<file path="src/rtl/rv32i_pkg.sv">
// Shared RV32I definitions for the decode-stage front end: opcodes,
// immediate-source encodings, occupancy states and the stored entry layout.
package rv32i_pkg;

    localparam logic [6:0] OP_LOAD   = 7'b0000011;
    localparam logic [6:0] OP_IMM    = 7'b0010011;
    localparam logic [6:0] OP_JALR   = 7'b1100111;
    localparam logic [6:0] OP_SYSTEM = 7'b1110011;
    localparam logic [6:0] OP_FENCE  = 7'b0001111;
    localparam logic [6:0] OP_STORE  = 7'b0100011;
    localparam logic [6:0] OP_BRANCH = 7'b1100011;
    localparam logic [6:0] OP_JAL    = 7'b1101111;
    localparam logic [6:0] OP_LUI    = 7'b0110111;
    localparam logic [6:0] OP_AUIPC  = 7'b0010111;
    localparam logic [6:0] OP_REG    = 7'b0110011;

    localparam logic [2:0] IMM_I = 3'b000;
    localparam logic [2:0] IMM_S = 3'b001;
    localparam logic [2:0] IMM_B = 3'b010;
    localparam logic [2:0] IMM_J = 3'b011;
    localparam logic [2:0] IMM_U = 3'b100;

    typedef enum logic [1:0] {
        ST_EMPTY = 2'b00,
        ST_ONE   = 2'b01,
        ST_FULL  = 2'b10
    } occ_state_t;

    typedef struct packed {
        logic [31:0] instr;
        logic [31:0] pc;
        logic [2:0]  immsrc;
        logic        needsimm;
        logic        illegal;
    } entry_t;

endpackage

</file>
<file path="src/rtl/imm_src_decoder.sv">
// Opcode to immediate-source classifier; purely combinational, sits at the
// fetch input so entries are stored already decoded.
module imm_src_decoder
    import rv32i_pkg::*;
(
    input  logic [6:0] opcode,
    output logic [2:0] immsrc,
    output logic       needsimm,
    output logic       illegal
);

    always_comb begin
        immsrc   = IMM_I;
        needsimm = 1'b1;
        illegal  = 1'b0;
        case (opcode)
            OP_LOAD, OP_IMM, OP_JALR, OP_SYSTEM, OP_FENCE: immsrc = IMM_I;
            OP_STORE:           immsrc = IMM_S;
            OP_BRANCH:          immsrc = IMM_B;
            OP_JAL:             immsrc = IMM_J;
            OP_LUI, OP_AUIPC:   immsrc = IMM_U;
            OP_REG:             needsimm = 1'b0;
            default: begin
                needsimm = 1'b0;
                illegal  = 1'b1;
            end
        endcase
    end

endmodule

</file>
<file path="src/rtl/id_stage_ctrl.sv">
// IF/ID register with a 2-entry skid buffer: main entry M drives the ID
// outputs, skid entry S absorbs one instruction while downstream stalls.
module id_stage_ctrl
    import rv32i_pkg::*;
#(
    parameter int          XLEN        = 32,
    parameter logic [31:0] RESET_INSTR = 32'h0000_0013
) (
    input  logic            CLK,
    input  logic            RST,
    input  logic [31:0]     InstrF,
    input  logic [XLEN-1:0] PCF,
    input  logic            ValidF,
    output logic            ReadyD,
    input  logic            StallD,
    input  logic            FlushD,
    input  logic            ReadyE,
    output logic            ValidD,
    output logic [31:0]     InstrD,
    output logic [XLEN-1:0] PCD,
    output logic [24:0]     ImmFieldsD,
    output logic [2:0]      ImmSrcD,
    output logic            NeedsImmD,
    output logic            IllegalD
);

    occ_state_t state, state_nxt;
    entry_t     in_p0, m_p1, s_p1;
    logic       vld_m_p1, vld_s_p1;
    logic       vld_m_nxt, vld_s_nxt;
    logic       ready_q;
    logic       accept, consume;
    logic       ld_m_in, ld_m_s, ld_s_in;
    logic [2:0] dec_immsrc;
    logic       dec_needsimm, dec_illegal;

    imm_src_decoder u_dec (
        .opcode   (InstrF[6:0]),
        .immsrc   (dec_immsrc),
        .needsimm (dec_needsimm),
        .illegal  (dec_illegal)
    );

    // Stage p0: fetched instruction, decoded before capture
    always_comb begin
        in_p0.instr    = InstrF;
        in_p0.pc       = PCF;
        in_p0.immsrc   = dec_immsrc;
        in_p0.needsimm = dec_needsimm;
        in_p0.illegal  = dec_illegal;
    end

    assign accept  = ValidF & ready_q;
    assign consume = vld_m_p1 & ReadyE & ~StallD;

    always_comb begin
        state_nxt = state;
        vld_m_nxt = vld_m_p1;
        vld_s_nxt = vld_s_p1;
        ld_m_in   = 1'b0;
        ld_m_s    = 1'b0;
        ld_s_in   = 1'b0;
        if (FlushD) begin
            state_nxt = ST_EMPTY;
            vld_m_nxt = 1'b0;
            vld_s_nxt = 1'b0;
        end else begin
            case (state)
                ST_EMPTY: begin
                    if (accept) begin
                        ld_m_in   = 1'b1;
                        vld_m_nxt = 1'b1;
                        state_nxt = ST_ONE;
                    end
                end
                ST_ONE: begin
                    if (consume && accept) begin
                        ld_m_in = 1'b1;
                    end else if (consume) begin
                        vld_m_nxt = 1'b0;
                        state_nxt = ST_EMPTY;
                    end else if (accept) begin
                        ld_s_in   = 1'b1;
                        vld_s_nxt = 1'b1;
                        state_nxt = ST_FULL;
                    end
                end
                ST_FULL: begin
                    if (consume) begin
                        ld_m_s    = 1'b1;
                        vld_s_nxt = 1'b0;
                        state_nxt = ST_ONE;
                    end
                end
                default: begin
                    state_nxt = ST_EMPTY;
                    vld_m_nxt = 1'b0;
                    vld_s_nxt = 1'b0;
                end
            endcase
        end
    end

    // Stage p1: main and skid entries
    always_ff @(posedge CLK or negedge RST) begin
        if (!RST) begin
            state       <= ST_EMPTY;
            ready_q     <= 1'b1;
            vld_m_p1    <= 1'b0;
            vld_s_p1    <= 1'b0;
            m_p1.instr    <= RESET_INSTR;
            m_p1.pc       <= '0;
            m_p1.immsrc   <= IMM_I;
            m_p1.needsimm <= 1'b1;
            m_p1.illegal  <= 1'b0;
            s_p1          <= '0;
        end else begin
            state    <= state_nxt;
            ready_q  <= (state_nxt != ST_FULL);
            vld_m_p1 <= vld_m_nxt;
            vld_s_p1 <= vld_s_nxt;
            // Flush presents a NOP with its own decode so the outputs stay coherent
            if (FlushD) begin
                m_p1.instr    <= RESET_INSTR;
                m_p1.immsrc   <= IMM_I;
                m_p1.needsimm <= 1'b1;
                m_p1.illegal  <= 1'b0;
            end else if (ld_m_in) begin
                m_p1 <= in_p0;
            end else if (ld_m_s) begin
                m_p1 <= s_p1;
            end
            if (ld_s_in) begin
                s_p1 <= in_p0;
            end
        end
    end

    assign ReadyD     = ready_q;
    assign ValidD     = vld_m_p1;
    assign InstrD     = m_p1.instr;
    assign PCD        = m_p1.pc;
    assign ImmFieldsD = m_p1.instr[31:7];
    assign ImmSrcD    = m_p1.immsrc;
    assign NeedsImmD  = m_p1.needsimm;
    assign IllegalD   = m_p1.illegal;

endmodule

</file>
<file path="config.mk">
export PLATFORM = sky130hd
export DESIGN_NAME = id_stage_ctrl
export DESIGN_NICKNAME = d
export VERILOG_FILES = /design/src/rtl/rv32i_pkg.sv /design/src/rtl/imm_src_decoder.sv /design/src/rtl/id_stage_ctrl.sv
export SDC_FILE = /design/constraint.sdc
export NUM_CORES = 1
export LEC_CHECK = 0
export CAP_MARGIN = 20
export CORE_MARGIN = 2
export CORE_UTILIZATION = 40
export CTS_CLUSTER_DIAMETER = 150
export DETAILED_ROUTE_END_ITERATION = 8
export GPL_TIMING_DRIVEN = 0
export HOLD_SLACK_MARGIN = 0.1
export PLACE_DENSITY = 0.71
export SETUP_SLACK_MARGIN = 0.5
export SYNTH_ARGS = -nofsm -noshare
export SYNTH_HDL_FRONTEND = slang
export SYNTH_SLANG_ARGS = --single-unit
export TNS_END_PERCENT = 30
</file>
<file path="constraint.sdc">
create_clock -name CLK -period 2.2 [get_ports CLK]
set_input_delay 0.22 -clock CLK [delete_from_list [all_inputs] [get_ports CLK]]
set_output_delay 0.22 -clock CLK [all_outputs]
set_load 0.01 [all_outputs]
</file>
; ---- Yosys cells after proc, flatten, opt, wreduce, memory -nomap -nowiden
; Cells that the tools add are included.
[word_totals]
reg_bits = 142
output_inout_bits = 96
word_cells = 75
[classes]
n_eq_ne = 18
muxes = 30
bitwise = 5
n_reduce_logical = 9
[op_table]
columns = cell, n
row1 = 69-bit 2-to-1 mux, 2
row2 = 32-bit 2-to-1 mux, 1
row3 = "7-bit == test, second input constant", 4
row4 = "7-bit by 6-bit == test with 1-bit output, second input constant", 3
row5 = 1-bit 2-to-1 mux, 16
row6 = "7-bit by 5-bit == test with 1-bit output, second input constant", 2
row7 = 2-bit 2-to-1 mux, 6
row8 = 3-bit case mux with 4 select lines, 1
row9 = 11-bit OR reduction, 1
row10 = 10-bit OR reduction, 1
row11 = "3-bit != test, second input constant", 3
row12 = "7-bit by 2-bit == test with 1-bit output, second input constant", 1
row13 = "7-bit by 4-bit == test with 1-bit output, second input constant", 1
row14 = 2-bit case mux with 3 select lines, 1
row15 = 5-bit 2-to-1 mux, 1
row16 = "2-bit != test, second input constant", 2
row17 = 4-bit AND reduction, 1
row18 = 1-bit AND, 3
row19 = 1-bit case mux with 3 select lines, 1
row20 = 3-bit nonzero test, 1
row21 = "2-bit by 1-bit == test with 1-bit output, second input constant", 1
row22 = "2-bit == test, second input constant", 1
row23 = 2-bit logical NOT, 1
row24 = 1-bit inverter, 2
row25 = other kinds (5), 5

; ---- Longest topological paths before layout
; Gate-level depths: netlist (run 1).
[logic_depth]
ltp_word = 8
ltp_mapped = 8

; ---- Hierarchy
; Synthesis (run 1) repeated with hierarchy kept, for this count alone.
[hier_totals]
cells_unflattened = 569
hier_area_um2 = 6411.1
[modules_own_cells]
columns = mod, n_inst, cells_per_inst, area_each_um2, seq_area_each_um2
row1 = id_stage_ctrl, 1, 543, 6247.2, 3559.7
row2 = imm_src_decoder, 1, 26, 163.9, 0.0

; ---- Worst setup path before layout (run 1)
; Ideal clock, no wire load.
[synth_timing]
path_type = register to register
startpoint = register vld_m_p1 (netlist: ValidD)
endpoint = register m_p1, in the netlist InstrD[10]
arrival_ns = 1.533
t_required_ns = 2.073
slack_ns = 0.540
path_stages_with_launch = 7
n_path_buf = 2
path_cell_list = dfrtp_1 -> nand3b_4 -> or3_1 -> buf_2 -> clkbuf_1 -> o211ai_1 -> a2bb2oi_1
[synth_between]
elab_chain_cells = 8
[synth_rtl]
columns = element, line_no
row1 = start: declaration, id_stage_ctrl.sv:29  ; logic vld_m_p1, vld_s_p1;
row2 = start signal: assignment, id_stage_ctrl.sv:120  ; vld_m_p1 <= vld_m_nxt;
row3 = 1-bit AND * (2 in a row), id_stage_ctrl.sv:54  ; assign consume = vld_m_p1 & ReadyE & ~StallD;
row4 = 1-bit logical AND, id_stage_ctrl.sv:77  ; if (consume && accept) begin
row5 = 1-bit 2-to-1 mux, id_stage_ctrl.sv:77
row6 = 1-bit case mux with 2 select lines, id_stage_ctrl.sv:68  ; case (state)
row7 = 1-bit 2-to-1 mux, id_stage_ctrl.sv:63  ; if (FlushD) begin
row8 = 69-bit 2-to-1 mux, id_stage_ctrl.sv:128  ; end else if (ld_m_in) begin
row9 = 32-bit 2-to-1 mux, id_stage_ctrl.sv:123  ; if (FlushD) begin
row10 = end signal: assignment, id_stage_ctrl.sv:129  ; m_p1 <= in_p0;
row11 = end signal: assignment, id_stage_ctrl.sv:131  ; m_p1 <= s_p1;
row12 = end: declaration, id_stage_ctrl.sv:28  ; entry_t in_p0, m_p1, s_p1;
; Every way passes the cells marked *; elsewhere a longest branch is shown, timed or not.
; A chain may end at the register's enable or synchronous reset.

; ---- Final worst setup path (run 1)
[layout_timing]
startpoint = register ready_q (netlist: ReadyD)
endpoint = register m_p1, in the netlist InstrD[6]
[layout_between]
elab_chain_cells = 7
[layout_rtl]
columns = element, line_no
row1 = start: declaration, id_stage_ctrl.sv:31  ; logic ready_q;
row2 = start signal: assignment, id_stage_ctrl.sv:119  ; ready_q <= (state_nxt != ST_FULL);
row3 = 1-bit AND *, id_stage_ctrl.sv:53  ; assign accept = ValidF & ready_q;
row4 = 1-bit logical AND, id_stage_ctrl.sv:77
row5 = 1-bit 2-to-1 mux, id_stage_ctrl.sv:77
row6 = 1-bit case mux with 2 select lines *, id_stage_ctrl.sv:68
row7 = 1-bit 2-to-1 mux *, id_stage_ctrl.sv:63
row8 = 69-bit 2-to-1 mux, id_stage_ctrl.sv:128
row9 = 32-bit 2-to-1 mux, id_stage_ctrl.sv:123
; Marked as above.

==> results.yml, run 1 <==
status:
  status: "complete, no violations"
clock_tree:
  path_clk_slew_ns: 0.06
  cts.sinks: 142
  clock_latency_ns: 0.42
  htreeDepth: 4
  clockRootBuffer: "clkbuf_16"
  cts_inserted_buffers: 17
  cts_max_path_buffers: 2
  cts_tree: "done"
critical_path:
  startpoint: "ReadyD$_DFF_PN1_"
  timing.critical_path.to: "InstrD[6]$_DFFE_PN0P_"
  r2r_cells: 7
  critPathKind: "reg2reg"
  start_kind: "flop"
  path_max_fanout: 10
  r2r_setup_slack_ns: 0.39
  rr_startpoint: "ReadyD$_DFF_PN1_"
  cp.required_ns: 2.55
  crit_arrival_ns: 2.16
  crit_path_end_kind: "flop"
  r2r_end: "InstrD[6]$_DFFE_PN0P_"
job:
  maxCapViolCount: 0
logic_synthesis:
  synth-adder-area-share: 0
  yosysWarnings: 0
  synth_cell_types: 46
  syn_inst: 682
  synthFlopType: "dfrtp_1"
  ys_seq_area_frac: 0.5531
  postSynthRegisterBits: 142
  synth_xor_area_frac: 0.001361
  synthSimpleGateAreaFrac: 0.1730
  synth_edf_count: 0
  syn-cell-area_sq_um: 6436
  synth_top_family_by_area: "compound AO/OA/AOI/OAI gates"
  syn_nets: 752
  synth_compound_area_frac: 0.1858
  synthMuxAreaShare: 0.003305
  syn_avg_cell_area_sq_um: 9.437
  synthArstFlopShare: 1.000
layout:
  seqCellArea_sq_um: 3562
  diodes: 0
  fin_nets: 961
  drive_above_1_share: 0.1847
  final_util: 0.6067
  syn2layout_area_growth_pct: 49.20
  fillerInstances: 1315
  multi_input_area_sq_um: 2469
power_and_ir_drop:
  pwr-share-clk: 0.304
  ir_drop_mv: 0.5258
  swShare: 0.2962
  pwr-share-comb: 0.262
  internal_power_mw: 6.031
  cellPowerDensity_nw_per_um2: 892.3
  p_sw_mw: 2.538
  p_seq_frac: 0.434
  p_leak_nw: 4.408
floorplanning:
  die_w_microns: 130.9
  dieArea_sq_um: 17120
  fp.dieH_microns: 130.9
  io_pins: 166
  start_util: 0.4066
  placementRows: 46
  core_sq_um: 15830
placement:
  dp_hpwl_microns: 11810
  gp_congestion: 0.7828
  port_buffers: 163
drt:
  routed_wl_microns: 18040
  ant_nets: 0
  avgRoutedWirePerCell_microns: 16.10
  drc: 0
  drt-pass1-iter-count: 5
  via_per_inst: 4.987
  vias: 5585
  drtIter0Drc: 311
timing:
  min_period_over_period: 0.8209
  setup_viol: 0
  fmax_mhz: 553.7
  rsz0062_at_grt: "true"
  slew_headroom: 0.5659
  hold_ws_ns: 0.2019
  timing.final.crit_period_ns: 1.806
  worstMarginPinSlew_ns: 0.6511
  finClkSkew_ns: 0.006742
  final-hold-violation-count: 0
  finalMaxSlewViolations: 0
global_routing:
  grt_pass1_wl_microns: 27520
  use_met2: 0.3284
  antenna_found_initial: 0
  track_usage: 0.2077
  grt_pass1_vias: 5398
  grt-ovfl-total: 0
  grt_max_degree: 75
  grtUsageMet3: 0.05863
  use_met1: 0.2815
  grt_busiest_layer: "met2"
worst_hold_path:
  min_path_type: "in2reg"
[placed cells by master, fill, tap and decap left out, types with 17 or more instances in the layout]
master / count
a2bb2oi_2: 17
a22oi_1: 32
o211ai_1: 30
clkbuf_16: 23
nand2_1: 232
o21ai_0: 27
inv_1: 36
buf_4: 45
clkdlybuf4s50_1: 160
dfrtp_1: 135
[per-layer routing]
layer / part of all wire / routed length [microns]
met5: 0 / 0
met4: 0.013 / 229
met2: 0.46 / 8385
met1: 0.45 / 8153
met3: 0.070 / 1266
[area by class of cell]
cell class,count,area share
buffer,73,0.06736
clock buffer,18,0.04573
clock inverter,14,0.009642
inverter,36,0.01407
multi-input combinational,431,0.2571
sequential,142,0.3709
tap,216,0.02814
timing repair buffer,190,0.2070
[critical path: stages (launching register included)]
cell       delay (ns)
dfstp_2          0.57
nand3b_1         0.16
buf_6            0.18
a211oi_4         0.27
buf_6            0.18
buf_8            0.14
nand2_1          0.08
a2bb2oi_2        0.16
[power by group through the flow]
| stage | combinational [mW] | sequential [mW] | clock, mW |
|---|---|---|---|
| floorplan | 0.917 | 3.77 | 0 |
| global placement | 2.00 | 3.72 | 0 |
| detailed placement | 2.05 | 3.73 | 0 |
| CTS | 2.10 | 3.70 | 2.65 |
| global route | 2.49 | 3.80 | 2.76 |
| finish | 2.25 | 3.72 | 2.60 |
[Yosys cell counts (all sizes together) (4+ instances only)]
cell type | count | area share
a21oi | 5 | 0.0039
dfstp | 5 | 0.020
buf | 40 | 0.043
nor3 | 7 | 0.0054
o211ai | 30 | 0.035
dfrtp | 137 | 0.53
a211oi | 5 | 0.0066
clkbuf | 33 | 0.019
a22oi | 32 | 0.037
o2bb2ai | 4 | 0.0054
a2bb2oi | 32 | 0.053
inv | 36 | 0.021
nand3 | 4 | 0.0039
o21ai | 40 | 0.031
nand2 | 237 | 0.14
[state kept, by name (all words and copies together) (netlist names)]
register / flops
IllegalD: 1
ImmSrcD: 3
InstrD: 32
NeedsImmD: 1
PCD: 32
ReadyD: 1
ValidD: 1
s_p1: 69
state: 2
[what timing repair did]
item / CTS / global route
hold buffers: 1 / 0
hold endpoints to repair: 66 / 0
buffers inserted: 3 / 16
endpoints found under the setup margin: 146 / 162
gates resized for setup: 60 / 99
pin swaps: 1 / 11
cloned: 0 / 6
[per-stage QoR]
stage,TNS (ns),std cells,cell area [sq um],setup slack [ns],power [mW]
floorplan,0,682,6436,0.5400,4.685
global route,0,1120,9603,0.3406,9.041
detailed placement,-29.45,1062,8367,-0.4168,5.773
CTS,0,1098,9084,0.4431,8.445
global placement,-717.63,1061,8338,-4.941,5.715
finish,0,1120,9603,0.3939,8.569
[how the worst min path moves through the flow]
stage	startpoint	end	slack [ns]	cells past startpoint
2_1_floorplan	RST	IllegalD$_DFFE_PN0P_	-0.08	0
3_3_place_gp	s_p1[55]$_DFFE_PN0P_	s_p1[55]$_DFFE_PN0P_	0.46	2
3_5_place_dp	RST	InstrD[26]$_DFFE_PN0P_	0.27	1
4_1_cts	InstrF[6]	s_p1[43]$_DFFE_PN0P_	0.18	3
5_1_grt	InstrF[5]	s_p1[42]$_DFFE_PN0P_	0.23	3
6_report	InstrF[6]	s_p1[43]$_DFFE_PN0P_	0.20	3
[kinds of logic after synthesis]
| logic type | count (synthesis) |
|---|---|
| AOI/OAI and AO/OA | 159 |
| DFF | 142 |
| and+or+nand+nor | 269 |
| xor gates and xnor gates | 1 |
| muxes | 2 |
| buffers and inverters | 109 |
Note: power is estimated with default switching activity, not from simulation.
==> run 2, diff against run 1 <==
==> constraint.sdc (replaced) <==
create_clock -name CLK -period 1.8 [get_ports CLK]
set_input_delay 0.18 -clock CLK [delete_from_list [all_inputs] [get_ports CLK]]
set_output_delay 0.18 -clock CLK [all_outputs]
set_load 0.01 [all_outputs]
==> results.yml, run 2 (synthesis gave the netlist of run 1 again) <==
critical_path:
  critPathKind: "reg2reg"
  crit_arrival_ns: 2.09
  start_kind: "flop"
  cp.required_ns: 2.14
  crit_path_end_kind: "flop"
  path_max_fanout: 6
power_and_ir_drop:
  ir_drop_mv: 0.7557
  internal_power_mw: 7.885
  p_leak_nw: 4.549
  pwr-share-clk: 0.318
  cellPowerDensity_nw_per_um2: 1100
  swShare: 0.2818
  pwr-share-comb: 0.263
  p_seq_frac: 0.419
  p_sw_mw: 3.094
worst_hold_path:
  min_path_type: "in2reg"
global_routing:
  grt_pass1_wl_microns: 27950
  track_usage: 0.2125
  grt_pass1_vias: 5364
  grt_max_degree: 86
  antenna_found_initial: 0
  grt-ovfl-total: 0
layout:
  max_flop_register: "s_p1"
  fin_area_sq_um: 9981
  largest_reg_flops: 69
  fin_nets: 971
  layout_common_cells: "nand2_1, clkdlybuf4s50_1, dfrtp_1, buf_4, inv_1"
  drive_above_1_share: 0.2232
  diodes: 0
  multi_input_area_sq_um: 2582
  seqCellArea_sq_um: 3562
  final_cells: 1130
  fillerInstances: 1255
  syn2layout_area_growth_pct: 55.07
  final_common_cell: "nand2_1"
timing:
  hold_ws_ns: 0.1721
  final-hold-violation-count: 0
  slew_headroom: 0.4585
  finalMaxSlewViolations: 0
  finClkSkew_ns: 0.004758
  timing.final.crit_period_ns: 1.747
  setup_viol: 0
  rsz0062_at_grt: "true"
  min_period_over_period: 0.9708
  fmax_mhz: 572.3
  worstMarginPinSlew_ns: 0.8122
drt:
  via_per_inst: 5.087
  ant_nets: 0
  drtIter0Drc: 322
  drc: 0
  drt-pass1-iter-count: 5
  avgRoutedWirePerCell_microns: 16.64
  routed_wl_microns: 18810
  vias: 5748
placement:
  port_buffers: 163
  dp_hpwl_microns: 11700
  gp_congestion: 0.7856
  placed_cells: 1062
  dpl_cell_area_sq_um: 8448
floorplanning:
  core_sq_um: 15830
  die_w_microns: 130.9
  start_util: 0.4066
  fp.dieH_microns: 130.9
  io_pins: 166
  placementRows: 46
  dieArea_sq_um: 17120
clock_tree:
  path_clk_slew_ns: 0.06
  clock_latency_ns: 0.42
  htreeDepth: 4
  cts_max_path_buffers: 2
  clockRootBuffer: "clkbuf_16"
  cts_tree: "done"
  cts.sinks: 142
  cts_inserted_buffers: 17
status:
  status: "complete, no violations"
job:
  maxCapViolCount: 0
## run 2: cell count changes in the layout (fill, tap and decap cells not counted), moves of 4 or more
cell	before	now
nand2_1	232	213
nand2_2	3	20
a22oi_1	32	20
a22oi_2	0	12
o21ai_1	12	20
o21ai_0	27	20
clkbuf_4	10	4
clkinvlp_4	6	0
clkbuf_16	23	28
buf_4	45	49
clkbuf_1	7	11
clkbuf_8	3	7
## run 2: path summary, 6_finish.rpt
kind | cells past startpoint | slack [ns] | endpoint | start
max in group asynchronous | 3 | 0.60 | InstrD[4]$_DFFE_PN1P_ | RST
max reg2reg | 7 | 0.05 | InstrD[27]$_DFFE_PN0P_ | state[1]$_DFF_PN0_
min in group asynchronous | 2 | 0.40 | InstrD[24]$_DFFE_PN0P_ | RST
max | 7 | 0.05 | InstrD[27]$_DFFE_PN0P_ | state[1]$_DFF_PN0_
min | 3 | 0.17 | s_p1[43]$_DFFE_PN0P_ | InstrF[6]
min reg2reg | 2 | 0.47 | s_p1[59]$_DFFE_PN0P_ | s_p1[59]$_DFFE_PN0P_
## run 2: final cells by class
| class | instances | area share |
|---|---|---|
| timing repair buffer | 200 | 0.2140 |
| buffer | 73 | 0.07183 |
| sequential | 142 | 0.3569 |
| inverter | 36 | 0.01354 |
| multi-input combinational | 431 | 0.2587 |
| tap | 216 | 0.02708 |
| clock buffer | 23 | 0.04588 |
| clock inverter | 9 | 0.01203 |
## run 2: power by group through the flow
stage	clock network (mW)	logic, mW	registers [mW]
after floorplan	0	1.14	4.61
after global placement	0	2.46	4.55
after detailed placement	0	2.53	4.56
after CTS	3.55	2.67	4.52
after global routing	3.70	3.17	4.69
final	3.49	2.89	4.60
## run 2: what timing repair did
item,CTS,global route
hold endpoints to repair,84,0
setup endpoints to repair,236,295
hold buffers,1,0
resized for setup,55,114
buffers inserted,15,8
cloned,3,9
pin swaps,6,49
## run 2: metal layers
layer,GRT usage,share of wire
met5,0,0
met4,0.04631,0.0058
met3,0.07248,0.077
met2,0.3361,0.48
met1,0.2860,0.43
## run 2: stage by stage
step	utilization	TNS (ns)	power, mW	worst slack (ns)
2_1_floorplan	-	0	5.751	0.2112
3_3_place_gp	0.5319	-778.31	7.010	-5.823
3_5_place_dp	0.5338	-40.80	7.087	-0.4622
4_1_cts	0.5940	0	10.74	0.08946
5_1_grt	0.6306	-0.01451	11.56	-0.008170
6_report	0.6306	0	10.98	0.05261
## run 2: worst max-delay path, cell delays in order, from the launching register on
cell and delay (ns):
dfrtp_2 0.46, nand3b_1 0.23, a21o_1 0.26, buf_4 0.17, nand3_4 0.11, buf_8 0.16, clkbuf_16 0.15, a2bb2oi_2 0.13
==> run 3, diff against run 2 <==
--- a/config.mk
+++ b/config.mk
@@ -5,8 +5,8 @@
 export SDC_FILE = /design/constraint.sdc
 export NUM_CORES = 1
 export LEC_CHECK = 0
-export CAP_MARGIN = 20
-export CORE_MARGIN = 2
+export CAP_MARGIN = 10
+export CORE_MARGIN = 8
 export CORE_UTILIZATION = 40
 export CTS_CLUSTER_DIAMETER = 150
 export DETAILED_ROUTE_END_ITERATION = 8
==> results.yml, run 3 (synthesis gave the netlist of run 1 again) <==
critical_path:
  max_stage_delay_ns: 0.56
  crit_arrival_ns: 2.12
  crit_path_end_kind: "flop"
  rr_startpoint: "ReadyD$_DFF_PN1_"
  start_kind: "flop"
  cp.required_ns: 2.15
  critPathKind: "reg2reg"
  critPathSlowestCell: "dfstp_2"
  crit_chain: "nand3b_1 > buf_4 > a211oi_4 > buf_6 > buf_8 > nand2_1 > a2bb2oi_2"
  path_max_fanout: 10
  startpoint: "ReadyD$_DFF_PN1_"
worst_hold_path:
  min_path_type: "in2reg"
  min_from: "InstrF[6]"
timing:
  fmax_mhz: 564.6
  layout_setup_ws_ns: 0.02872
  finalMaxSlewViolations: 0
  timing.final.crit_period_ns: 1.771
  worstMarginPinSlew_ns: 0.6270
  slew_headroom: 0.5820
  min_period_over_period: 0.9840
  final-hold-violation-count: 0
  rsz0062_at_grt: "true"
  finClkSkew_ns: 0.007765
  setup_viol: 0
power_and_ir_drop:
  p_leak_nw: 5.408
  ir_drop_mv: 0.6371
  cellPowerDensity_nw_per_um2: 1078
layout:
  diodes: 0
  fin_area_sq_um: 10400
  layout_common_cells: "nand2_1, dfrtp_1, clkdlybuf4s50_1, dlymetal6s2s_1, nand2_2"
  max_flop_register: "s_p1"
  drive_above_1_share: 0.3344
  syn2layout_area_growth_pct: 61.61
  largest_reg_flops: 69
  final_common_cell: "nand2_1"
  fin_nets: 964
global_routing:
  grt_pass1_wl_microns: 29970
  grt_max_degree: 75
  track_usage: 0.1866
  grt_pass1_vias: 5729
  grt-ovfl-total: 0
  antenna_found_initial: 0
floorplanning:
  die_w_microns: 142.9
  core_sq_um: 15830
  placementRows: 46
  io_pins: 166
  dieArea_sq_um: 20410
  start_util: 0.4066
  fp.dieH_microns: 142.9
drt:
  avgRoutedWirePerCell_microns: 17.92
  vias: 5709
  drc: 0
  via_per_inst: 5.088
  routed_wl_microns: 20100
  drt-pass1-iter-count: 4
  drtIter0Drc: 317
  ant_nets: 0
placement:
  dpl_cell_area_sq_um: 8448
  dp_hpwl_microns: 12680
  gp_congestion: 0.7663
  dp_slack_ns: -0.5006
  port_buffers: 163
clock_tree:
  path_clk_slew_ns: 0.06
  htreeDepth: 4
  cts_max_path_buffers: 2
  clock_latency_ns: 0.42
  cts.sinks: 142
  cts_tree: "done"
  cts_inserted_buffers: 17
  clockRootBuffer: "clkbuf_16"
status:
  status: "complete, no violations"
job:
  maxCapViolCount: 0
-- run 3: cell count changes in the layout (fill, tap and decap cells not counted), sizes merged, moves of 2 or more --
cell           before  now
dlymetal6s2s        0   64
buf                77  108
dlygate4sd2         3    1
clkdlybuf4s50     159   66
clkbuf             56   48
clkinvlp            0    3
clkinv              6    4
-- run 3: power by group --
group	switching (mW)	leakage (nW)	internal (mW)	total [mW]
registers	0.643	1.78	4.04	4.68
logic	1.33	3.34	1.69	3.01
clock network	1.34	0.284	2.18	3.52
total	3.31	5.41	7.90	11.2
-- run 3: stage by stage --
| step | utilization | std cells | setup TNS [ns] | hold WS, ns | power, mW |
|---|---|---|---|---|---|
| final | 0.6572 | 1122 | 0 | 0.1693 | 11.21 |
| after detailed placement | 0.5338 | 1062 | -41.38 | 0.2613 | 7.117 |
| after global routing | 0.6572 | 1122 | -0.1932 | 0.1907 | 11.80 |
| after floorplan | - | 682 | 0 | -0.1156 | 5.751 |
| after global placement | 0.5319 | 1061 | -785.03 | 0.4540 | 7.044 |
| after CTS | 0.6024 | 1115 | 0 | 0.1538 | 10.85 |
-- run 3: what timing repair did --
action | CTS | global route
gates resized for setup | 80 | 322
hold buffers | 1 | 0
pin swaps | 12 | 71
endpoints found under the hold margin | 73 | 0
cloned | 0 | 5
buffers inserted | 21 | 2
setup endpoints to repair | 236 | 297
-- run 3: path summary, 6_finish.rpt --
check	to	slack, ns	depth (start not counted)
setup reg to reg	InstrD[2]$_DFFE_PN0P_	0.03	7
min in group asynchronous	InstrD[24]$_DFFE_PN0P_	0.33	2
hold reg to reg	s_p1[40]$_DFFE_PN0P_	0.47	2
hold / removal	s_p1[43]$_DFFE_PN0P_	0.17	3
setup / recovery	InstrD[2]$_DFFE_PN0P_	0.03	7
max in group asynchronous	InstrD[4]$_DFFE_PN1P_	0.63	3
-- run 3: critical path: cells and delay by family, from the launching register on --
kind            cells  cell delay (ns)
compound gates      2             0.38
buf+inv             3             0.52
flops               1             0.56
simple gates        2             0.25
-- run 3: final cells by class --
| cell class | instances | area (sq um) |
|---|---|---|
| inverters | 36 | 135.1 |
| multi-input cells | 431 | 2882 |
| clock inverters | 9 | 110.1 |
| fillers | 1223 | 5426 |
| well taps | 216 | 270.3 |
| clock buffers | 22 | 484.2 |
| plain buffers | 73 | 793.3 |
| repair buffers | 193 | 2165 |
| flip-flops and latches | 142 | 3562 |
-- run 3: metal layers --
layer  wire length (microns)  track usage  vias to the layer above
met5                       0            0                        -
met4                     189      0.05201                        0
met3                    1414      0.06411                       19
met2                    9507       0.2908                      178
met1                    8990       0.2415                     2805
li1                        -            -                     2707
